===== src/rtl/sha_adder_pkg.sv =====
// Shared constants for the SHA-256 multi-operand adder and its compressor tree.
// calc_cw sizes the overflow count so N_OPS-1 always fits.
package sha_adder_pkg;

  localparam int SHA_WIDTH   = 32;
  localparam int SHA_N_OPS   = 5;
  localparam int SHA_K_WIDTH = 32;

  function automatic int calc_cw(input int n_ops);
    int cw;
    cw = $clog2(n_ops);
    return (cw < 1) ? 1 : cw;
  endfunction

endpackage


===== src/rtl/csa_3to2.sv =====
// Bitwise 3:2 compressor: a+b+c+cin == o_sum + o_cy (mod 2^WIDTH).
// o_cy is the majority vector already shifted left, with i_cin in its free LSB.
module csa_3to2
  import sha_adder_pkg::*;
#(
  parameter int WIDTH = SHA_WIDTH
) (
  input  logic [WIDTH-1:0] i_a,
  input  logic [WIDTH-1:0] i_b,
  input  logic [WIDTH-1:0] i_c,
  input  logic             i_cin,
  output logic [WIDTH-1:0] o_sum,
  output logic [WIDTH-1:0] o_cy
);

  assign o_sum   = i_a ^ i_b ^ i_c;
  assign o_cy[0] = i_cin;

  // The majority out of the top bit is dropped: callers size WIDTH so the true sum never reaches it.
  for (genvar gi = 1; gi < WIDTH; gi++) begin : g_maj
    assign o_cy[gi] = (i_a[gi-1] & i_b[gi-1]) |
                      (i_a[gi-1] & i_c[gi-1]) |
                      (i_b[gi-1] & i_c[gi-1]);
  end

endmodule


===== src/rtl/pipelined_multi_adder.sv =====
// Pipelined N-operand modulo-2^WIDTH adder: carry-save chain, then a g/p carry resolver,
// with one global enable so every stage advances or holds together.
module pipelined_multi_adder
  import sha_adder_pkg::*;
#(
  parameter  int WIDTH  = SHA_WIDTH,
  parameter  int N_OPS  = SHA_N_OPS,
  parameter  int STAGES = 2,
  localparam int CW     = calc_cw(N_OPS)
) (
  input  logic                   i_clk,
  input  logic                   i_rst,
  input  logic                   i_valid,
  output logic                   o_ready,
  input  logic [N_OPS*WIDTH-1:0] i_ops,
  input  logic                   i_carry,
  output logic                   o_valid,
  input  logic                   i_ready,
  output logic [WIDTH-1:0]       o_summ,
  output logic [CW-1:0]          o_carry
);

  localparam int EW = WIDTH + CW;
  localparam int HW = WIDTH / 2;

  logic                       w_en;
  logic                       w_in_fire;
  logic [N_OPS-1:0][EW-1:0]   w_op;
  logic [EW-1:0]              w_csa_s;
  logic [EW-1:0]              w_csa_c;
  logic                       w_csa_cin;

  logic                       w_src_valid;
  logic [EW-1:0]              w_src_s;
  logic [EW-1:0]              w_src_c;
  logic                       w_src_cin;

  logic [EW-1:0]              w_cla_a;
  logic [EW-1:0]              w_cla_b;
  logic                       w_cla_cin;
  logic                       w_cla_cin_hi;
  logic [EW-1:0]              w_cla_sum;

  logic                       w_res_valid;
  logic [EW-1:0]              w_res;

  logic                       r_out_valid;
  logic [WIDTH-1:0]           r_summ;
  logic [CW-1:0]              r_carry;

  assign w_en      = !r_out_valid || i_ready;
  assign o_ready   = w_en && !i_rst;
  assign w_in_fire = i_valid && o_ready;

  for (genvar gi = 0; gi < N_OPS; gi++) begin : g_op
    assign w_op[gi] = EW'(i_ops[gi*WIDTH +: WIDTH]);
  end

  // Linear carry-save chain; each link folds in one more operand.
  for (genvar gi = 0; gi < N_OPS-2; gi++) begin : g_csa
    logic [EW-1:0] w_in_a;
    logic [EW-1:0] w_in_b;
    logic [EW-1:0] w_s;
    logic [EW-1:0] w_c;
    if (gi == 0) begin : g_first
      assign w_in_a = w_op[0];
      assign w_in_b = w_op[1];
    end else begin : g_next
      assign w_in_a = g_csa[gi-1].w_s;
      assign w_in_b = g_csa[gi-1].w_c;
    end
    csa_3to2 #(.WIDTH(EW)) u_csa (
      .i_a   (w_in_a),
      .i_b   (w_in_b),
      .i_c   (w_op[gi+2]),
      .i_cin ((gi == 0) ? i_carry : 1'b0),
      .o_sum (w_s),
      .o_cy  (w_c)
    );
  end

  if (N_OPS > 2) begin : g_tree_out
    assign w_csa_s   = g_csa[N_OPS-3].w_s;
    assign w_csa_c   = g_csa[N_OPS-3].w_c;
    assign w_csa_cin = 1'b0;
  end else begin : g_pair
    // No compressor to absorb the carry-in, so it goes straight to the resolver.
    assign w_csa_s   = w_op[0];
    assign w_csa_c   = w_op[1];
    assign w_csa_cin = i_carry;
  end

  if (STAGES == 1) begin : g_csa_comb
    assign w_src_valid = w_in_fire;
    assign w_src_s     = w_csa_s;
    assign w_src_c     = w_csa_c;
    assign w_src_cin   = w_csa_cin;
  end else begin : g_csa_reg
    logic          r_a_valid;
    logic [EW-1:0] r_a_s;
    logic [EW-1:0] r_a_c;
    logic          r_a_cin;
    always_ff @(posedge i_clk) begin
      if (i_rst) begin
        r_a_valid <= 1'b0;
        r_a_s     <= '0;
        r_a_c     <= '0;
        r_a_cin   <= 1'b0;
      end else if (w_en) begin
        r_a_valid <= w_in_fire;
        r_a_s     <= w_csa_s;
        r_a_c     <= w_csa_c;
        r_a_cin   <= w_csa_cin;
      end
    end
    assign w_src_valid = r_a_valid;
    assign w_src_s     = r_a_s;
    assign w_src_c     = r_a_c;
    assign w_src_cin   = r_a_cin;
  end

  assign w_cla_cin = w_src_cin;

  // Per-bit generate/propagate; carry into bit HW is selectable so the adder can be cut in half.
  for (genvar gi = 0; gi < EW; gi++) begin : g_cla
    logic w_p;
    logic w_ci;
    assign w_p = w_cla_a[gi] ^ w_cla_b[gi];
    if (gi == 0) begin : g_ci0
      assign w_ci = w_cla_cin;
    end else if (gi == HW) begin : g_cimid
      assign w_ci = w_cla_cin_hi;
    end else begin : g_cin
      assign w_ci = g_cla[gi-1].g_co.w_co;
    end
    if (gi < EW-1) begin : g_co
      logic w_co;
      assign w_co = (w_cla_a[gi] & w_cla_b[gi]) | (w_p & w_ci);
    end
    assign w_cla_sum[gi] = w_p ^ w_ci;
  end

  if (STAGES == 3) begin : g_cla_split
    logic             r_b_valid;
    logic [HW-1:0]    r_b_lo;
    logic             r_b_co;
    logic [EW-HW-1:0] r_b_s_hi;
    logic [EW-HW-1:0] r_b_c_hi;
    always_ff @(posedge i_clk) begin
      if (i_rst) begin
        r_b_valid <= 1'b0;
        r_b_lo    <= '0;
        r_b_co    <= 1'b0;
        r_b_s_hi  <= '0;
        r_b_c_hi  <= '0;
      end else if (w_en) begin
        r_b_valid <= w_src_valid;
        r_b_lo    <= w_cla_sum[HW-1:0];
        r_b_co    <= g_cla[HW-1].g_co.w_co;
        r_b_s_hi  <= w_src_s[EW-1:HW];
        r_b_c_hi  <= w_src_c[EW-1:HW];
      end
    end
    // Low half resolves the current item while the high half finishes the previous one.
    assign w_cla_a      = {r_b_s_hi, w_src_s[HW-1:0]};
    assign w_cla_b      = {r_b_c_hi, w_src_c[HW-1:0]};
    assign w_cla_cin_hi = r_b_co;
    assign w_res        = {w_cla_sum[EW-1:HW], r_b_lo};
    assign w_res_valid  = r_b_valid;
  end else begin : g_cla_full
    assign w_cla_a      = w_src_s;
    assign w_cla_b      = w_src_c;
    assign w_cla_cin_hi = g_cla[HW-1].g_co.w_co;
    assign w_res        = w_cla_sum;
    assign w_res_valid  = w_src_valid;
  end

  always_ff @(posedge i_clk) begin
    if (i_rst) begin
      r_out_valid <= 1'b0;
      r_summ      <= '0;
      r_carry     <= '0;
    end else if (w_en) begin
      r_out_valid <= w_res_valid;
      r_summ      <= w_res[WIDTH-1:0];
      r_carry     <= w_res[EW-1:WIDTH];
    end
  end

  assign o_valid = r_out_valid;
  assign o_summ  = r_summ;
  assign o_carry = r_carry;

endmodule


===== config.mk =====
export PLATFORM = sky130hd
export DESIGN_NAME = pipelined_multi_adder
export DESIGN_NICKNAME = d
export VERILOG_FILES = /design/src/rtl/sha_adder_pkg.sv /design/src/rtl/csa_3to2.sv /design/src/rtl/pipelined_multi_adder.sv
export SDC_FILE = /design/constraint.sdc
export NUM_CORES = 1
export LEC_CHECK = 0
export CAP_MARGIN = 10
export CORE_MARGIN = 5
export CORE_UTILIZATION = 45
export CTS_BUF_LIST = sky130_fd_sc_hd__clkbuf_8
export DETAILED_ROUTE_END_ITERATION = 10
export PLACE_DENSITY = 0.8
export SETUP_SLACK_MARGIN = 0.1
export SLEW_MARGIN = 15
export SYNTH_ARGS = -nofsm -noshare
export SYNTH_HDL_FRONTEND = slang
export SYNTH_SLANG_ARGS = --single-unit

===== constraint.sdc =====
create_clock -name i_clk -period 13.26 [get_ports i_clk]
set_input_delay 3.315 -clock i_clk [delete_from_list [all_inputs] [get_ports i_clk]]
set_output_delay 3.315 -clock i_clk [all_outputs]
set_load 0.05 [all_outputs]

==> results of run 1 <==
## final timing paths
check	from	end	slack [ns]	depth (start not counted)
setup reg to reg	g_csa_reg.r_a_s[1]	o_carry[1]	0.50	35
hold / removal	g_csa_reg.r_a_valid	o_valid	0.48	1
hold reg to reg	g_csa_reg.r_a_valid	o_valid	0.48	1
setup / recovery	g_csa_reg.r_a_s[1]	o_carry[1]	0.50	35
## flip-flops by register name (all words and copies together), names as in the netlist
name,flops
g_csa_reg.r_a_c,33
g_csa_reg.r_a_s,33
g_csa_reg.r_a_valid,1
o_carry,3
o_summ,32
o_valid,1
## layer usage
layer  global-route usage, %  up-vias  routed length (µm)
li1                        -     2387                   -
met1                    20.8     2466                6090
met2                    27.7      126                7690
met3                    4.34        9                1110
met4                    3.66        0                 126
met5                       0        -                   0
## final cells by class
cell class | instances | share of cell area (%)
Multi-Input combinational cell | 438 | 51.7
Sequential cell | 103 | 21.7
Timing Repair Buffer | 205 | 21.4
Tap cell | 216 | 2.84
Clock buffer | 9 | 1.30
Clock inverter | 7 | 0.815
Inverter | 5 | 0.197
## layout by cell type, fill, tap and decap left out, types with 2 or more instances in the layout
master and instances:
buf_4 5, clkbuf_8 9, clkdlybuf4s50_1 199, clkinv_2 2, dfxtp_1 102, fa_1 113
fa_2 13, ha_1 4, inv_1 5, inv_6 3, nand2b_1 102, nand4bb_1 101
o21ai_1 101
## critical path: cells and delay by family, from the launching register on
family                     cells  cell delay [ns]
AOI/OAI and AO/OA              1             0.06
adders and majority gates     33            12.15
DFF                            1             0.33
and+or+nand+nor                1             0.08
## what timing repair did
action,CTS,global route
hold endpoints to repair,0,0
pin swaps,1,0
buffers inserted,0,0
setup endpoints to repair,3,3
gates resized for setup,6,7
gates cloned,0,0
hold buffers,0,0
## power by group
| group | internal [mW] | switching [mW] |
|---|---|---|
| clock network | 0.0902 | 0.111 |
| logic | 0.228 | 0.273 |
| registers | 0.384 | 0.0549 |
## kinds of logic after synthesis
logic type | Yosys count | synth area share, %
and+or+nand+nor | 205 | 24.7
buffers and inverters | 60 | 4.12
adders and majority gates | 130 | 35.5
DFF | 103 | 28.4
AOI/OAI and AO/OA | 102 | 7.11
muxes | 1 | 0.138
==> flow_summary.toml, run 1 <==
[detailed_routing]
wl_per_cell_um = 15.3
drc = 0
vias = 4988
first_pass_iters = 4
routed_wl_um = 15000
viasPerCell = 5.07
drt_iter0_drc = 284
postRouteAntennaNets = 0

[sta]
rsz0062_at_grt = "no"
fin_hold_ws_ns = 0.485
layout_setup_ws_ns = 0.497
timing.slew.headroom_pct = 32.3
hold_viol_final = 0
setup_viol_count_final = 0
period_share_pct = 96.3
slew_violations = 0
fin_crit_ns = 12.76
worst_pin_slew_ns = 1.02
fin_tns_setup_ns = 0
clock_skew_ns = 0.0146
max_freq_mhz = 78.3

[synthesis]
syn_area_um2 = 7250
synth_seq_cells = 103
postSynthNetCount = 896
ys_seq_area_share_pct = 28.4
synthTopCellsByCount = "fa_1, dfxtp_1, nand2b_1, nand4bb_1, o21ai_1"
synth-edff-count = 0
synth_area_leaders = "fa_1, dfxtp_1, nand4bb_1"
syn_inst = 601
synth_top_cell_area_share_pct = 34.8
yosys.area.top_type = "fa_1"
yosys_warnings = 0
synth.avg_cell_area_um2 = 12.1
synth_flop_cell = "dfxtp_1"
ys_types = 16
ys_async_sr_fraction_pct = 0
yosysMostFrequentCell = "fa_1"

[power]
power.density_nw_per_um2 = 120
ir_worst_vdd_v = 0.0000548
power_mw = 1.14
power_leakage_nw = 3.42

[clock_tree]
insertion_delay_ns = 0.36
cts_buffer_depth = 2
numCtsBuffers = 9
clk_pin_slew_ns = 0.09
clockRootBuffer = "clkbuf_8"
cts_tree = "built"
cts_max_level = 3
cts.sinks = 103

[layout]
fillers = 1247
multi_input_area_um2 = 4920
syn2layout_area_growth_pct = 31.2
diodes = 0
stdcell_count = 983
final_nets = 1057
utilization_pct = 60.1
postLayoutCellArea_um2 = 9510
layout-drive-gt1-share_pct = 4.82
regArea_um2 = 2070

[placement]
io_buffers = 201
place_area_um2 = 9280
gp_congestion = 0.743
place_inst = 967
place_ws_ns = -0.146
hpwl_um = 11500

[floorplanning]
dieWidth_um = 137
dieArea_um2 = 18800
core-area_um2 = 15800
num_rows = 46
start_util_pct = 45.8
ios = 202
die_h_um = 137

[global_routing]
grt_pass1_vias = 5367
grt_pass1_wl_um = 25100
grt_usage_pct = 16.3
antenna_found_initial = 0
grt-ovfl-total = 0
grt_max_degree = 126

[setup_path]
path_max_fanout = 2
worstPathRequired_ns = 13.47
arrival_ns = 12.97
start_kind = "register"
critPathKind = "reg -> reg"
cp_slowest_cell = "fa_1"
critPathCaptureType = "register"
crit_top_cell = "fa_1"
slowest_delay_ns = 0.40

[outcome]
status = "complete, no violations"

[min_path]
worst_hold_path_type = "reg -> reg"

[flow_run]
maxCapViolations = 0
Note: power is estimated with default switching activity, not from simulation.
==> run 2: changes to the inputs <==
--- a/config.mk
+++ b/config.mk
@@ -14,2 +14,3 @@
 export SETUP_SLACK_MARGIN = 0.1
+export SKIP_CTS_REPAIR_TIMING = 1
 export SLEW_MARGIN = 15
--- a/constraint.sdc
+++ b/constraint.sdc
@@ -3,2 +3,2 @@
 set_output_delay 3.315 -clock i_clk [all_outputs]
-set_load 0.05 [all_outputs]
+set_load 0.1 [all_outputs]
==> run 2 against run 1 <==
  * Sequential share of layout area about the same
  * Clock skew increased by 0.0013 ns
  * Critical path depth stayed put
  * Largest cell class unchanged
==> flow_summary.toml, run 2 (same netlist as run 1, synthesis figures left out) <==
[sta]
rsz0062_at_grt = "no"
clock_skew_ns = 0.0160
fin_crit_ns = 12.74
worst_pin_slew_ns = 1.05
slew_violations = 0
period_share_pct = 96.1
layout_setup_ws_ns = 0.519
fin_hold_ws_ns = 0.489
setup_viol_count_final = 0
hold_viol_final = 0
max_freq_mhz = 78.5
fin_tns_setup_ns = 0
timing.slew.headroom_pct = 29.7

[setup_path]
crit_top_cell = "fa_1"
cp_slowest_cell = "fa_1"
slowest_delay_ns = 0.41
start_kind = "register"
critPathCaptureType = "register"
arrival_ns = 12.97
cp_num_buf_inv = 0
critPathKind = "reg -> reg"
cpLargestDelayFamily = "adder cells"
worstPathRequired_ns = 13.49
path_max_fanout = 2

[layout]
layout-drive-gt1-share_pct = 4.43
diodes = 0
final_nets = 1057
final_cell_mix = "clkdlybuf4s50_1, fa_1, nand2b_1, dfxtp_1"
multi_input_area_um2 = 4920
fillers = 1262
regArea_um2 = 2070
syn2layout_area_growth_pct = 31.0
final_common_cell = "clkdlybuf4s50_1"

[clock_tree]
cts_max_level = 3
insertion_delay_ns = 0.36
cts_tree = "built"
clockRootBuffer = "clkbuf_8"
numCtsBuffers = 9
cts.sinks = 103
cts_buffer_depth = 2
clk_pin_slew_ns = 0.10

[detailed_routing]
drt_iter0_drc = 317
wl_per_cell_um = 15.8
postRouteAntennaNets = 0
first_pass_iters = 5
routed_wl_um = 15500
drc = 0
viasPerCell = 5.14
vias = 5048

[flow_run]
maxCapViolations = 0

[global_routing]
use_met1_pct = 21.2
grt_busiest_layer = "met2"
antenna_found_initial = 0
grt_usage_pct = 16.6
grt_max_degree = 115
grt-ovfl-total = 0
grt_pass1_vias = 5427
use_met3_pct = 4.23
grt_use_met2_pct = 28.2
grt_pass1_wl_um = 25400

[placement]
gp_congestion = 0.743
io_buffers = 201
hpwl_um = 11700
place_ws_ns = -0.144

[floorplanning]
die_h_um = 137
ios = 202
dieArea_um2 = 18800
num_rows = 46
core-area_um2 = 15800
start_util_pct = 45.8
dieWidth_um = 137

[power]
ir_worst_vdd_v = 0.0000985
power_mw = 1.25
power.density_nw_per_um2 = 132
power_leakage_nw = 3.41

[outcome]
status = "complete, no violations"

[min_path]
worst_hold_path_type = "reg -> reg"
## run 2: cell count changes in the layout (fill, tap and decap cells not counted), sizes merged
| cell | change |
|---|---|
| inv | -2 |
| clkinv | +1 |
| clkinvlp | +1 |
## run 2: layout make-up
type	instances	share of cell area, %
clock buffers	9	1.30
clock inverters	7	0.711
inverters	5	0.198
multi-input cells	438	51.8
flip-flops and latches	103	21.7
well taps	216	2.84
repair buffers	205	21.4
## run 2: report_power, final
part | internal (mW) | switching (mW) | total (mW) | leakage (nW)
logic | 0.228 | 0.392 | 0.620 | 2.46
clock network | 0.0864 | 0.107 | 0.194 | 0.102
registers | 0.384 | 0.0570 | 0.441 | 0.856
## run 2: stage by stage
stage | std cells | instance area, µm² | utilization, %
after floorplan | 601 | 7250 | -
after global placement | 967 | 9280 | 58.6
after detailed placement | 967 | 9280 | 58.6
after CTS | 983 | 9470 | 59.8
after global routing | 983 | 9500 | 60.0
final | 983 | 9500 | 60.0
## run 2: layer usage
metal  wire length [µm]  vias to the layer above  part of all wire (%)
met5                  0                        -                     0
met4                147                        0                  0.95
met3               1130                       12                   7.3
met2               7960                      137                    51
met1               6260                     2506                    40
li1                   -                     2393                     -
## run 2: worst paths after layout
path	from	end	slack (ns)	cells after the start
worst max-delay path	g_csa_reg.r_a_s[1]	o_carry[1]	0.52	35
worst min-delay path	g_csa_reg.r_a_valid	o_valid	0.49	1
worst max register to register	g_csa_reg.r_a_s[1]	o_carry[1]	0.52	35
worst min register to register	g_csa_reg.r_a_valid	o_valid	0.49	1
==> run 3: changes to the inputs <==
CTS_BUF_LIST = sky130_fd_sc_hd__clkbuf_4   (was sky130_fd_sc_hd__clkbuf_8)
SKIP_LAST_GASP = 1   (was not set)
==> run 3 against run 2 <==
  * Setup slack about the same
  * Sequential cell count unchanged
  * Final area decreased by 0.50%
  * Via count decreased by 1.0%
  * Non-clock buffer count unchanged
  * Global-route usage decreased by 0.069 points
  * First-iteration DRC count decreased by 7.3%
  * Utilization decreased by 0.30 points
  * Clock-buffer cell count increased by 2
  * Fmax about the same
  * Worst hold slack improved by 0.011 ns
  * Routed wire length decreased by 0.66%
  * Critical path type unchanged
  * Largest power group unchanged
==> flow_summary.toml, run 3 (same netlist as run 1, synthesis figures left out) <==
[floorplanning]
dieWidth_um = 137
num_rows = 46
dieArea_um2 = 18800
die_h_um = 137
ios = 202
core-area_um2 = 15800
start_util_pct = 45.8

[power]
pwr-share-seq_pct = 35.9
ir_worst_vdd_v = 0.0000985
power_leakage_nw = 3.39
power.density_nw_per_um2 = 130
pwr-share-clk_pct = 13.4
sw_frac_of_total_pct = 45.0
p_int_mw = 0.674
power_switching_mw = 0.552
p_comb_share_pct = 50.7

[setup_path]
arrival_ns = 13.05
path_max_fanout = 2
cp_slowest_cell = "fa_1"
slowest_delay_ns = 0.41
rrSetupSlack_ns = 0.52
critPathCaptureType = "register"
start_kind = "register"
critPathKind = "reg -> reg"
crit_top_cell = "fa_1"
worstPathRequired_ns = 13.57

[sta]
slew_violations = 0
rsz0062_at_grt = "no"
period_share_pct = 96.1
fin_crit_ns = 12.74
max_freq_mhz = 78.5
worst_pin_slew_ns = 1.06
timing.slew.headroom_pct = 29.5
hold_viol_final = 0
setup_viol_count_final = 0
fin_hold_ws_ns = 0.500
clock_skew_ns = 0.0267

[layout]
fillers = 1270
layout-drive-gt1-share_pct = 4.82
final_cell_mix = "clkdlybuf4s50_1, fa_1, nand2b_1"
postLayoutCellArea_um2 = 9450
final_common_cell = "clkdlybuf4s50_1"
stdcell_count = 983
final_nets = 1057
diodes = 0
syn2layout_area_growth_pct = 30.4

[detailed_routing]
first_pass_iters = 4
wl_per_cell_um = 15.7
drc = 0
routed_wl_um = 15400
drt_iter0_drc = 294
vias = 4995
viasPerCell = 5.08
postRouteAntennaNets = 0

[placement]
gp_congestion = 0.743
place_area_um2 = 9280
place_inst = 967
hpwl_um = 11700
io_buffers = 201

[global_routing]
grt_usage_pct = 16.5
grt-ovfl-total = 0
antenna_found_initial = 0
grt_pass1_wl_um = 25400
grt_pass1_vias = 5438
grt_max_degree = 115

[min_path]
worst_hold_path_type = "reg -> reg"

[clock_tree]
cts_buffer_depth = 2
cts.sinks = 103
clk_pin_slew_ns = 0.16
numCtsBuffers = 9
insertion_delay_ns = 0.43
clockRootBuffer = "clkbuf_4"
cts_max_level = 3
cts_tree = "built"

[outcome]
status = "complete, no violations"

[flow_run]
maxCapViolations = 0
run 3: path summary, 6_finish.rpt:
check                          start          to  depth (start not counted)
setup / recovery  g_csa_reg.r_a_c[1]  o_carry[1]                         35
setup reg to reg  g_csa_reg.r_a_c[1]  o_carry[1]                         35
hold reg to reg           o_summ[13]  o_summ[13]                          2
hold / removal            o_summ[13]  o_summ[13]                          2
run 3: final cells by class:
class | instances | area, µm² | area share, %
Clock buffer | 11 | 82.6 | 0.873
Clock inverter | 5 | 60.1 | 0.635
Inverter | 5 | 18.8 | 0.199
Multi-Input combinational cell | 438 | 4920 | 52.1
Sequential cell | 103 | 2070 | 21.9
Tap cell | 216 | 270 | 2.86
Timing Repair Buffer | 205 | 2030 | 21.5
run 3: routing by layer:
layer  global-route usage [%]  vias to the layer above  share of wire (%)
met4                     3.10                        0               0.77
met2                     28.3                      129                 52
met1                     21.1                     2464                 39
met3                     4.45                        8                7.6
li1                         -                     2394                  -
met5                        0                        -                  0
run 3: metrics by stage:
stage / utilization (%) / power, mW / worst slack [ns] / setup TNS [ns]
2_1_floorplan: - / 0.876 / 0.524 / 0
3_3_place_gp: 58.6 / 1.05 / 0.0610 / 0
3_5_place_dp: 58.6 / 1.07 / -0.144 / -0.189
4_1_cts: 59.5 / 1.24 / -0.143 / -0.193
5_1_grt: 59.7 / 1.31 / 0.142 / 0
6_report: 59.7 / 1.23 / 0.518 / 0
run 3: worst max-delay path, delay by kind of cell, from the launching register on:
family	cells	cell delay, ns
compound gates	1	0.06
flops	1	0.36
simple gates	1	0.07
fa+ha+maj	33	12.13
run 3: power groups by stage:
| stage | Combinational [mW] | Clock, mW | Sequential (mW) |
|---|---|---|---|
| 2_1_floorplan | 0.217 | 0 | 0.659 |
| 3_3_place_gp | 0.611 | 0 | 0.441 |
| 3_5_place_dp | 0.626 | 0 | 0.447 |
| 4_1_cts | 0.628 | 0.170 | 0.440 |
| 5_1_grt | 0.680 | 0.183 | 0.451 |
| 6_report | 0.621 | 0.164 | 0.440 |
